$ cat src/rtl/if_prefetch_buf.sv
// Instruction prefetch queue between the variable-latency instruction memory and IF/ID.
// Keeps fetches in flight, buffers returned words with PC+1 and drops wrong-path words by count.
module if_prefetch_buf #(
    parameter int          DEPTH    = 4,
    parameter logic [29:0] RESET_PC = 30'h00C00
) (
    input  logic        clk,
    input  logic        rst,
    input  logic        redirect_valid,
    input  logic [29:0] redirect_pc,
    input  logic        deq_en,
    output logic        out_valid,
    output logic [31:0] out_instr,
    output logic [29:0] out_pc_add_one,
    output logic        imem_req,
    output logic [29:0] imem_addr,
    input  logic        imem_gnt,
    input  logic        imem_rvalid,
    input  logic [31:0] imem_rdata
);
    localparam int AW = $clog2(DEPTH);
    localparam int CW = AW + 1;

    logic [29:0]   fetchPcReg, fetchPcNext;
    logic [29:0]   rspPcReg, rspPcNext;
    logic [CW-1:0] outstandingReg, outstandingNext;
    logic [CW-1:0] discardReg, discardNext;
    logic [CW-1:0] occReg, occNext;
    logic [AW-1:0] rdPtrReg, rdPtrNext;
    logic [AW-1:0] wrPtrReg, wrPtrNext;
    logic          outValidReg, outValidNext;
    logic [31:0]   outInstrReg, outInstrNext;
    logic [29:0]   outPcReg, outPcNext;

    logic [31:0]   instrMem [DEPTH];
    logic [29:0]   pcMem    [DEPTH];

    logic [CW:0]   inUse;
    logic          credit;
    logic          grant;
    logic          push;
    logic          pop;
    logic          headIsPush;

    // Words already buffered plus live (not-to-be-dropped) fetches must fit in the queue.
    assign inUse  = {1'b0, occReg} + {1'b0, outstandingReg} - {1'b0, discardReg};
    assign credit = (inUse < (CW+1)'(DEPTH));

    assign imem_req  = credit & ~redirect_valid & ~rst;
    assign imem_addr = fetchPcReg;

    assign grant = imem_req & imem_gnt;
    assign push  = imem_rvalid & (discardReg == CW'(0)) & ~redirect_valid;
    assign pop   = outValidReg & deq_en & ~redirect_valid;

    // A word pushed into a queue that is (or becomes) empty this cycle is the next head.
    assign headIsPush = push & ((occReg - CW'(pop)) == CW'(0));

    always_comb begin
        fetchPcNext     = fetchPcReg;
        rspPcNext       = rspPcReg;
        outstandingNext = outstandingReg + CW'(grant) - CW'(imem_rvalid);
        discardNext     = discardReg;
        occNext         = occReg;
        rdPtrNext       = rdPtrReg;
        wrPtrNext       = wrPtrReg;

        if (redirect_valid) begin
            fetchPcNext = redirect_pc;
            rspPcNext   = redirect_pc;
            discardNext = outstandingReg - CW'(imem_rvalid);
            occNext     = CW'(0);
            wrPtrNext   = rdPtrReg;
        end else begin
            if (grant) begin
                fetchPcNext = fetchPcReg + 30'd1;
            end
            if (imem_rvalid && (discardReg != CW'(0))) begin
                discardNext = discardReg - CW'(1);
            end
            if (push) begin
                rspPcNext = rspPcReg + 30'd1;
                wrPtrNext = wrPtrReg + AW'(1);
            end
            if (pop) begin
                rdPtrNext = rdPtrReg + AW'(1);
            end
            occNext = occReg + CW'(push) - CW'(pop);
        end
    end

    always_comb begin
        outValidNext = (occNext != CW'(0));
        outInstrNext = outInstrReg;
        outPcNext    = outPcReg;
        if (outValidNext) begin
            if (headIsPush) begin
                outInstrNext = imem_rdata;
                outPcNext    = rspPcReg + 30'd1;
            end else begin
                outInstrNext = instrMem[rdPtrNext];
                outPcNext    = pcMem[rdPtrNext];
            end
        end
    end

    always_ff @(posedge clk or posedge rst) begin
        if (rst) begin
            fetchPcReg     <= RESET_PC;
            rspPcReg       <= RESET_PC;
            outstandingReg <= '0;
            discardReg     <= '0;
            occReg         <= '0;
            rdPtrReg       <= '0;
            wrPtrReg       <= '0;
            outValidReg    <= 1'b0;
            outInstrReg    <= '0;
            outPcReg       <= '0;
        end else begin
            fetchPcReg     <= fetchPcNext;
            rspPcReg       <= rspPcNext;
            outstandingReg <= outstandingNext;
            discardReg     <= discardNext;
            occReg         <= occNext;
            rdPtrReg       <= rdPtrNext;
            wrPtrReg       <= wrPtrNext;
            outValidReg    <= outValidNext;
            outInstrReg    <= outInstrNext;
            outPcReg       <= outPcNext;
        end
    end

    // Storage needs no reset: occupancy alone decides which entries are meaningful.
    always_ff @(posedge clk) begin
        if (push) begin
            instrMem[wrPtrReg] <= imem_rdata;
            pcMem[wrPtrReg]    <= rspPcReg + 30'd1;
        end
    end

    assign out_valid      = outValidReg;
    assign out_instr      = outInstrReg;
    assign out_pc_add_one = outPcReg;

    noOverflow: assert property (@(posedge clk) disable iff (rst)
        !(push && !pop && (occReg == CW'(DEPTH))));

endmodule

$ cat config.mk
export PLATFORM = sky130hd
export DESIGN_NAME = if_prefetch_buf
export DESIGN_NICKNAME = d
export VERILOG_FILES = /design/src/rtl/if_prefetch_buf.sv
export SDC_FILE = /design/constraint.sdc
export NUM_CORES = 1
export LEC_CHECK = 0
export ABC_AREA = 1
export CAP_MARGIN = 30
export CORE_ASPECT_RATIO = 0.5
export CORE_MARGIN = 10
export CORE_UTILIZATION = 50
export CTS_BUF_LIST = sky130_fd_sc_hd__clkbuf_4 sky130_fd_sc_hd__clkbuf_8
export CTS_CLUSTER_SIZE = 10
export DETAILED_ROUTE_END_ITERATION = 10
export PLACE_DENSITY = 0.67
export SKIP_LAST_GASP = 1
export SLEW_MARGIN = 20
export SYNTH_ARGS = -nofsm -noshare
export SYNTH_HDL_FRONTEND = slang
export SYNTH_SLANG_ARGS = --single-unit
$ cat constraint.sdc
create_clock -name clk -period 6.1 [get_ports clk]
set_input_delay 1.22 -clock clk [delete_from_list [all_inputs] [get_ports clk]]
set_output_delay 1.22 -clock clk [all_outputs]
set_load 0.01 [all_outputs]
# ---- Word-level counts from Yosys, hierarchy flattened
# Memories as Yosys holds them, arrays and structs flattened.
# Index checks and enable logic that the tools add are counted.
dict set report classes {
  n_addsub 13
  multipliers 0
  n_div 0
  n_lt_le_gt_ge 1
  eq_ne 0
  shift 0
  mux 15
  bitwise 10
  n_reduce_logical 8
}
# op count
set op_table {}
lappend op_table {{2-to-1 mux 30 bit} 5}
lappend op_table {{adder 30 x 1 -> 30 bit, second input constant} 2}
lappend op_table {{2-to-1 mux 32 bit} 1}
lappend op_table {{subtractor 3 x 1 -> 3 bit} 4}
lappend op_table {{2-to-1 mux 3 bit} 3}
lappend op_table {{AND 1 bit} 8}
lappend op_table {{2-to-1 mux 2 bit} 4}
lappend op_table {{adder 3 x 1 -> 3 bit} 2}
lappend op_table {{logical NOT 3 bit} 2}
lappend op_table {{nonzero test 2 bit} 3}
lappend op_table {{nonzero test 3 bit} 2}
lappend op_table {{adder 2 x 1 -> 2 bit, second input constant} 2}
lappend op_table {{adder 3 x 3 -> 4 bit} 1}
lappend op_table {{less-than comparator 4 x 3 -> 1 bit, second input constant} 1}
lappend op_table {{subtractor 4 x 3 -> 4 bit} 1}
lappend op_table {{subtractor 3 x 1 -> 3 bit, second input constant} 1}
lappend op_table {{2-to-1 mux 1 bit} 2}
lappend op_table {{NOT 1 bit} 2}
lappend op_table {{logical AND 1 bit} 1}
dict set report word_totals {
  reg_bits 136
  latch_bits 0
  ramBits 248
  romBits 0
  inputBits 68
  out_inout_bits 94
  word_cells 59
  n_memories 2
}
# name words width rd rd_clocked_by_memory_dff wr line_no
set mem_list {}
lappend mem_list {instrMem 4 32 1 0 1 35} ;# logic [31:0] instrMem [DEPTH];
lappend mem_list {pcMem 4 30 1 0 1 36} ;# logic [29:0] pcMem [DEPTH];

# ---- Depth between registers and ports, before layout
# Gate-level depths: netlist of run 1.
dict set report depth {
  ltp_word 8
  depth_mapped 16
  ltp_nobuf 15
}

# ---- Worst setup path before layout of run 1
# OpenSTA, ideal clock, no wires.
dict set report synth_path {
  path_kind {input to register}
  start {input port redirect_valid}
  end {memory instrMem[0][0] (enable)}
  setup_ps 482
  t_arrival_ps 4160
  t_required_ps 5618
  slack_ps 1458
  stages 4
  n_path_buf 1
  cell_sequence {buf_4 inv_4 nand4_4 nor2_1}
}
dict set report synth_via {
  elab_chain_cells 4
}
# element line_no
set synth_lines {}
lappend synth_lines {{from (decl)} 9} ;# input logic redirect_valid,
lappend synth_lines {{NOT 1 bit} 53} ;# assign push = imem_rvalid & (discardReg == CW'(0)) & ~redirect_valid;
lappend synth_lines {{AND 1 bit} 53}
lappend synth_lines {{2-to-1 mux 1 bit} 135} ;# if (push) begin
lappend synth_lines {{2-to-1 mux 1 bit (implied by the code)} 136} ;# instrMem[wrPtrReg] <= imem_rdata;
lappend synth_lines {{to (decl)} 35}
# No other way between the ends.

# ---- Worst setup path in the final report of run 1
dict set report layout_path {
  start {input port redirect_valid}
  end {register outPcReg[20], in the netlist out_pc_add_one[20]}
}
dict set report layout_via {
  elab_chain_cells 6
  word_cells_on_any_way 14
  cone_classes {add/sub: 3; mux: 4; bitwise: 4; reduce/logical: 2; memory: 1}
}
# element line_no
set layout_lines {}
lappend layout_lines {{NOT 1 bit} {53, 54}}
lappend layout_lines {{AND 1 bit} 53}
lappend layout_lines {{adder 3 x 1 -> 3 bit} 88} ;# occNext = occReg + CW'(push) - CW'(pop);
lappend layout_lines {{subtractor 3 x 1 -> 3 bit} 88}
lappend layout_lines {{2-to-1 mux 3 bit *} 68} ;# if (redirect_valid) begin
lappend layout_lines {{named net occNext[1]} 28} ;# logic [CW-1:0] occReg, occNext;
lappend layout_lines {{nonzero test 3 bit *} 93} ;# outValidNext = (occNext != CW'(0));
lappend layout_lines {{to (signal assigned)} 129} ;# outPcReg <= outPcNext;
lappend layout_lines {{to (decl)} 33} ;# logic [29:0] outPcReg, outPcNext;
# The timed path passes the listed nets; every way through them passes the cells marked *.
# A chain may end at the register's enable or synchronous reset.

==> results.py, run 1 <==
metrics = {
    "clock_tree": {
        "cts_setup_buffers": 0,
        "cts_resized": 0,
        "hold_buffers": 0,
        "clockBufferDepth": 3,
        "clk_pin_slew_ps": 70,
        "cts_sinks": 384,
        "clk_latency_ps": 620,
        "ctsHtreeMaxLevel": 2,
        "numCtsBuffers": 55,
        "root_buffer": "clkbuf_8",
        "cts_tree": "done",
    },
    "power": {
        "leakage_nw": 9.03,
        "p_per_area_nw_per_um2": 431,
        "ir_drop_mv": 0.222,
    },
    "cells_and_area": {
        "final_layout_size_suffix_gt1_share_pct": 6.84,
        "antennaDiodeCount": 0,
        "fin_nets": 2237,
        "area_delta_synth_final_pct": 17.5,
        "post-route-util_pct": 59.6,
    },
    "synth": {
        "seq_area_frac_synth_pct": 59.5,
        "avgSynthCellArea_sq_um": 9.13,
        "async_flop_share_pct": 35.4,
        "ys_seq_elements": 384,
        "syn_inst": 1998,
        "yosysWarnings": 0,
        "syn_area_sq_um": 18200,
        "syn-num-nets": 2088,
        "synth_enable_flop_cells": 248,
        "ys.flop_type": "edfxtp_1",
        "ys_types": 35,
    },
    "detailed_routing": {
        "wl_microns": 49800,
        "drt_first_pass_iters": 5,
        "drc": 0,
        "via_per_inst": 5.37,
        "wl_per_cell_microns": 18.6,
        "num_vias": 14400,
        "drtIter0Drc": 1206,
        "drtAntennaViolNets": 0,
    },
    "global_route": {
        "track_usage_pct": 21.7,
        "antenna_found_initial": 0,
        "grt_overflow": 0,
        "grt_max_degree": 71,
        "grt_pass1_vias": 13700,
        "grt_pass1_wl_microns": 78200,
    },
    "critical_path": {
        "cp_max_fo": 42,
        "crit_slowest_cell": "inv_1",
        "path_cells": "clkdlybuf4s50_1 > buf_4 > nor2_1 > ha_1 > inv_1 > ha_1 > fa_1 > inv_1 > nor2_1 > nor2_1 > nand2_4 > inv_1 > nand2_1 > nand2_1",
        "crit_path_end_kind": "register",
        "slowest_delay_ps": 690,
        "cp_top_family": "buffers and inverters",
        "arrival_ps": 4860,
        "critPathKind": "in -> reg",
        "cp.required_ps": 6640,
        "crit_buf_inv": 5,
        "critPathLaunchType": "input pin",
    },
    "die": {
        "rows": 49,
        "core_area_sq_um": 36000,
        "ios": 162,
        "start_util_pct": 50.7,
        "die_w_microns": 290,
        "dieHeight_microns": 155,
        "dieArea_sq_um": 45000,
    },
    "placement": {
        "gp_congestion": 0.933,
        "place_hpwl_microns": 31400,
        "portBuffers": 161,
    },
    "sta": {
        "skew_ps": 28.9,
        "drv_slew": 0,
        "tns_ps": 0,
        "finalCriticalPeriod_ps": 4320,
        "clock.fmax_mhz": 232,
        "fin_crit_sh_pct": 70.8,
        "setup_viol": 0,
        "timing.slew.headroom_pct": 35.2,
        "rsz0062_at_grt": "no",
        "tightest_slew_ps": 972,
        "finalHoldViolations": 0,
    },
    "status": {
        "outcome": "finished, final reports clean",
    },
    "worst_hold_path": {
        "hp-class": "reg -> reg",
    },
    "run": {
        "maxCapViolations": 0,
    },
}
[through the flow]
| step | setup WS (ps) | hold slack, ps | instances | area [sq um] | total power [W] |
|---|---|---|---|---|---|
| floorplan | 1250 | 495 | 1998 | 18200 | 0.00583 |
| global placement | 1320 | 467 | 2572 | 20300 | 0.00711 |
| detailed placement | 1190 | 469 | 2574 | 20300 | 0.00719 |
| CTS | 1830 | 487 | 2676 | 21400 | 0.00931 |
| global route | 1590 | 509 | 2676 | 21400 | 0.00989 |
| finish | 1780 | 492 | 2676 | 21400 | 0.00924 |
[cell usage in the layout, fill, tap and decap left out, drive strengths merged, types with 6 or more instances in the layout]
| cell type | n |
|---|---|
| nand3 | 410 |
| nand2 | 574 |
| xor2 | 9 |
| or2 | 8 |
| clkbuf | 87 |
| edfxtp | 248 |
| nor2 | 145 |
| nand4 | 12 |
| nand3b | 24 |
| buf | 24 |
| o21ai | 20 |
| a21oi | 49 |
| ha | 18 |
| clkinv | 12 |
| o211ai | 24 |
| inv | 208 |
| xnor2 | 6 |
| clkdlybuf4s50 | 161 |
| dfrtp | 132 |
[tightest hold or removal path: stages (launching register included)]
cell and delay (ps):
dfrtp_1 350, nand2_1 50, nand2_1 50
[cell families (layout without fill, tap and decap cells)]
logic type	count (synthesis)	count (layout)	synth area share (%)
AO/OA/AOI/OAI	98	98	3.09
flip-flops	384	384	59.5
adder cells (fa/ha/maj)	22	22	1.67
XOR/XNOR	15	15	0.720
AND/OR/NAND/NOR	1179	1179	28.2
buffers and inverters	300	494	6.84
[area by class of cell]
cell class                      instances  area (sq um)
Inverter                              207           785
Timing Repair Buffer                  185          1850
Fill cell                            3074         14500
Clock buffer                           87          1050
Clock inverter                         15          97.6
Multi-Input combinational cell       1314          6200
Tap cell                              484           606
Sequential cell                       384         10900
[flip-flops by register name, indices dropped and copies added (netlist names)]
register and cells:
imem_addr 30, discardReg 3, rspPcReg 30, out_pc_add_one 30, out_valid 1, out_instr 32
rdPtrReg 2, instrMem 128, wrPtrReg 2, outstandingReg 3, occReg 3, pcMem 120
[Yosys cell counts, types with 10 or more instances]
cell,number,share of area [%]
inv_1,204,4.2
nor2_1,143,2.9
buf_2,45,1.2
nand3_1,409,11
nand3b_1,24,0.99
nand4_1,10,0.34
o211ai_1,24,0.99
edfxtp_1,248,41
o21ai_0,20,0.55
ha_1,18,1.2
clkbuf_1,30,0.62
nand2_1,571,12
dfrtp_1,132,18
a21oi_1,49,1.3
[final timing paths]
path	startpoint	to	slack (ps)	depth (start not counted)
setup / recovery	redirect_valid	out_pc_add_one[20]$_DFFE_PP0P_	1780	14
hold / removal	out_pc_add_one[21]$_DFFE_PP0P_	out_pc_add_one[21]$_DFFE_PP0P_	490	2
setup reg to reg	discardReg[0]$_DFFE_PP0P_	out_pc_add_one[20]$_DFFE_PP0P_	2460	14
hold reg to reg	out_pc_add_one[21]$_DFFE_PP0P_	out_pc_add_one[21]$_DFFE_PP0P_	490	2
max in group asynchronous	rst	out_instr[28]$_DFFE_PP0P_	3910	3
min in group asynchronous	rst	outstandingReg[2]$_DFF_PP0_	1010	2
[per-layer routing]
layer | global-route usage [%] | routed length, microns | share of wire (%) | vias up
met5 | 0 | 0 | 0 | -
met4 | 6.83 | 1280 | 2.6 | 0
met3 | 4.25 | 3410 | 6.8 | 80
met2 | 35.2 | 23000 | 46 | 472
met1 | 29.1 | 22100 | 44 | 6869
li1 | - | - | - | 6944
[where the power goes]
part | leakage (nW) | switching [W] | internal, W
sequential | 3.84 | 0.000345 | 0.00325
clock | 0.613 | 0.000989 | 0.00113
combinational | 4.58 | 0.00218 | 0.00135
total | 9.03 | 0.00352 | 0.00573
Note: power is estimated with default switching activity, not from simulation.
==> run 2: changes to the inputs <==
clock period = 4.3 ns   (was 6.1 ns; I/O delays follow)
==> results.py, run 2 (synthesis results as in run 1) <==
metrics = {
    "clock_tree": {
        "clk_pin_slew_ps": 60,
        "cts_resized": 0,
        "numCtsBuffers": 56,
        "clk_latency_ps": 630,
        "cts_tree": "done",
        "hold_buffers": 0,
        "cts_sinks": 384,
        "clockBufferDepth": 3,
        "ctsHtreeMaxLevel": 2,
        "cts_setup_buffers": 0,
        "root_buffer": "clkbuf_8",
    },
    "cells_and_area": {
        "largest_register_ffs": 128,
        "area_delta_synth_final_pct": 18.0,
        "fin_nets": 2240,
        "regMostFlops": "instrMem",
        "seq_area_sq_um": 10900,
        "layoutNonFillerInstCount": 2682,
        "multiInputGateArea_sq_um": 6200,
        "final_cell_mix": "nand2_1, nand3_1, edfxtp_1",
        "final_layout_size_suffix_gt1_share_pct": 7.01,
        "fillCellCount": 3157,
        "final_common_cell": "nand2_1",
        "post-route-util_pct": 59.8,
    },
    "sta": {
        "tightest_slew_ps": 942,
        "timing.slew.headroom_pct": 37.2,
        "finalCriticalPeriod_ps": 3830,
        "finalHoldViolations": 0,
        "fin_crit_sh_pct": 89.1,
        "drv_slew": 0,
        "tns_ps": 0,
        "clock.fmax_mhz": 261,
        "setup_viol": 0,
        "skew_ps": 23.4,
        "worst_slack_ps": 471,
        "rsz0062_at_grt": "no",
    },
    "placement": {
        "place_hpwl_microns": 31000,
        "dpl.cell_count": 2576,
        "dpl_worst_slack_ps": 319,
        "gp_congestion": 0.913,
        "portBuffers": 161,
    },
    "global_route": {
        "grt_pass1_wl_microns": 78700,
        "grt_pass1_vias": 14100,
        "grt_max_degree": 124,
        "antenna_found_initial": 1,
        "track_usage_pct": 21.7,
        "grt_overflow": 0,
    },
    "status": {
        "outcome": "finished, final reports clean",
    },
    "die": {
        "dieArea_sq_um": 45000,
        "dieHeight_microns": 155,
        "die_w_microns": 290,
        "rows": 49,
        "core_area_sq_um": 36000,
        "start_util_pct": 50.7,
        "ios": 162,
    },
    "worst_hold_path": {
        "holdCritStartpoint": "out_pc_add_one[19]$_DFFE_PP0P_",
        "hp-class": "reg -> reg",
    },
    "critical_path": {
        "crit_path_end_kind": "output port",
        "critPathLaunchType": "register",
        "crit_start": "discardReg[2]$_DFFE_PP0P_",
        "path_cells": "inv_2 > fa_1 > ha_1 > o21ai_0 > nand2_1 > nor2_1 > nand2_1 > inv_1 > clkdlybuf4s50_1",
        "path_common_cell": "nand2_1",
        "crit_buf_inv": 3,
        "cp.required_ps": 3440,
        "cp_max_fo": 5,
        "critPathKind": "reg -> out",
        "timing.rr.start": "discardReg[2]$_DFFE_PP0P_",
        "arrival_ps": 2970,
        "r2r_slack_ps": 1050,
        "crit_slowest_cell": "clkdlybuf4s50_1",
        "cp_top_family": "adder cells",
        "slowest_delay_ps": 530,
    },
    "run": {
        "maxCapViolations": 0,
    },
    "detailed_routing": {
        "wl_microns": 50000,
        "via_per_inst": 5.35,
        "routed-wl-met2_microns": 23600,
        "drt_first_pass_iters": 6,
        "wl_per_cell_microns": 18.6,
        "wl_met3_microns": 2940,
        "top_layer_used": "met4",
        "route.layer.met1.wl_microns": 22500,
        "drtAntennaViolNets": 0,
        "drc": 0,
        "num_vias": 14400,
        "drtIter0Drc": 1258,
    },
    "power": {
        "p_per_area_nw_per_um2": 615,
        "ir_drop_mv": 0.349,
        "leakage_nw": 9.06,
    },
}
==> run 2: cell types whose count changed in the layout (fill, tap and decap cells not counted), moves of 2 or more <==
cell       before  now
buf_12          3    9
clkbuf_8       63   57
clkinv_2        5   10
buf_4          20   17
bufinv_16       1    3
==> run 2: worst min-delay path: stages, from the launching register on <==
cell and delay [ps]:
dfrtp_1 350, nand2_1 60, nand2_1 50
==> run 2: where the power goes <==
group | internal (W) | total, W | switching, W
Combinational | 0.00194 | 0.00506 | 0.00312
Sequential | 0.00460 | 0.00509 | 0.000483
Clock | 0.00163 | 0.00310 | 0.00147
Total | 0.00818 | 0.0132 | 0.00507
==> run 2: path summary, 6_finish.rpt <==
kind | to | cells after the start
max reg2reg | outstandingReg[1]$_DFF_PP0_ | 13
max | imem_req | 9
min in group asynchronous | rspPcReg[3]$_DFFE_PP0P_ | 2
min | out_pc_add_one[19]$_DFFE_PP0P_ | 2
min reg2reg | out_pc_add_one[19]$_DFFE_PP0P_ | 2
max in group asynchronous | out_instr[10]$_DFFE_PP0P_ | 3
==> run 2: metal layers <==
| layer | vias to the layer above | track usage (%) |
|---|---|---|
| li1 | 6953 | - |
| met1 | 6922 | 29.0 |
| met2 | 408 | 36.1 |
| met3 | 72 | 3.84 |
| met4 | 0 | 5.75 |
| met5 | - | 0 |
==> run 2: layout make-up <==
type,count,area share (%)
clock inverter,25,0.959
timing repair buffer,187,8.92
sequential,384,50.4
multi-input combinational,1314,28.8
tap,484,2.81
inverter,207,3.64
antenna,1,0.0116
clock buffer,80,4.45
==> run 2: through the flow <==
step	area (sq um)	hold WS (ps)	total power (W)
4_1_cts	21500	490	0.0133
3_5_place_dp	20400	471	0.0102
6_report	21500	491	0.0132
2_1_floorplan	18200	495	0.00828
3_3_place_gp	20400	472	0.0101
5_1_grt	21500	523	0.0141
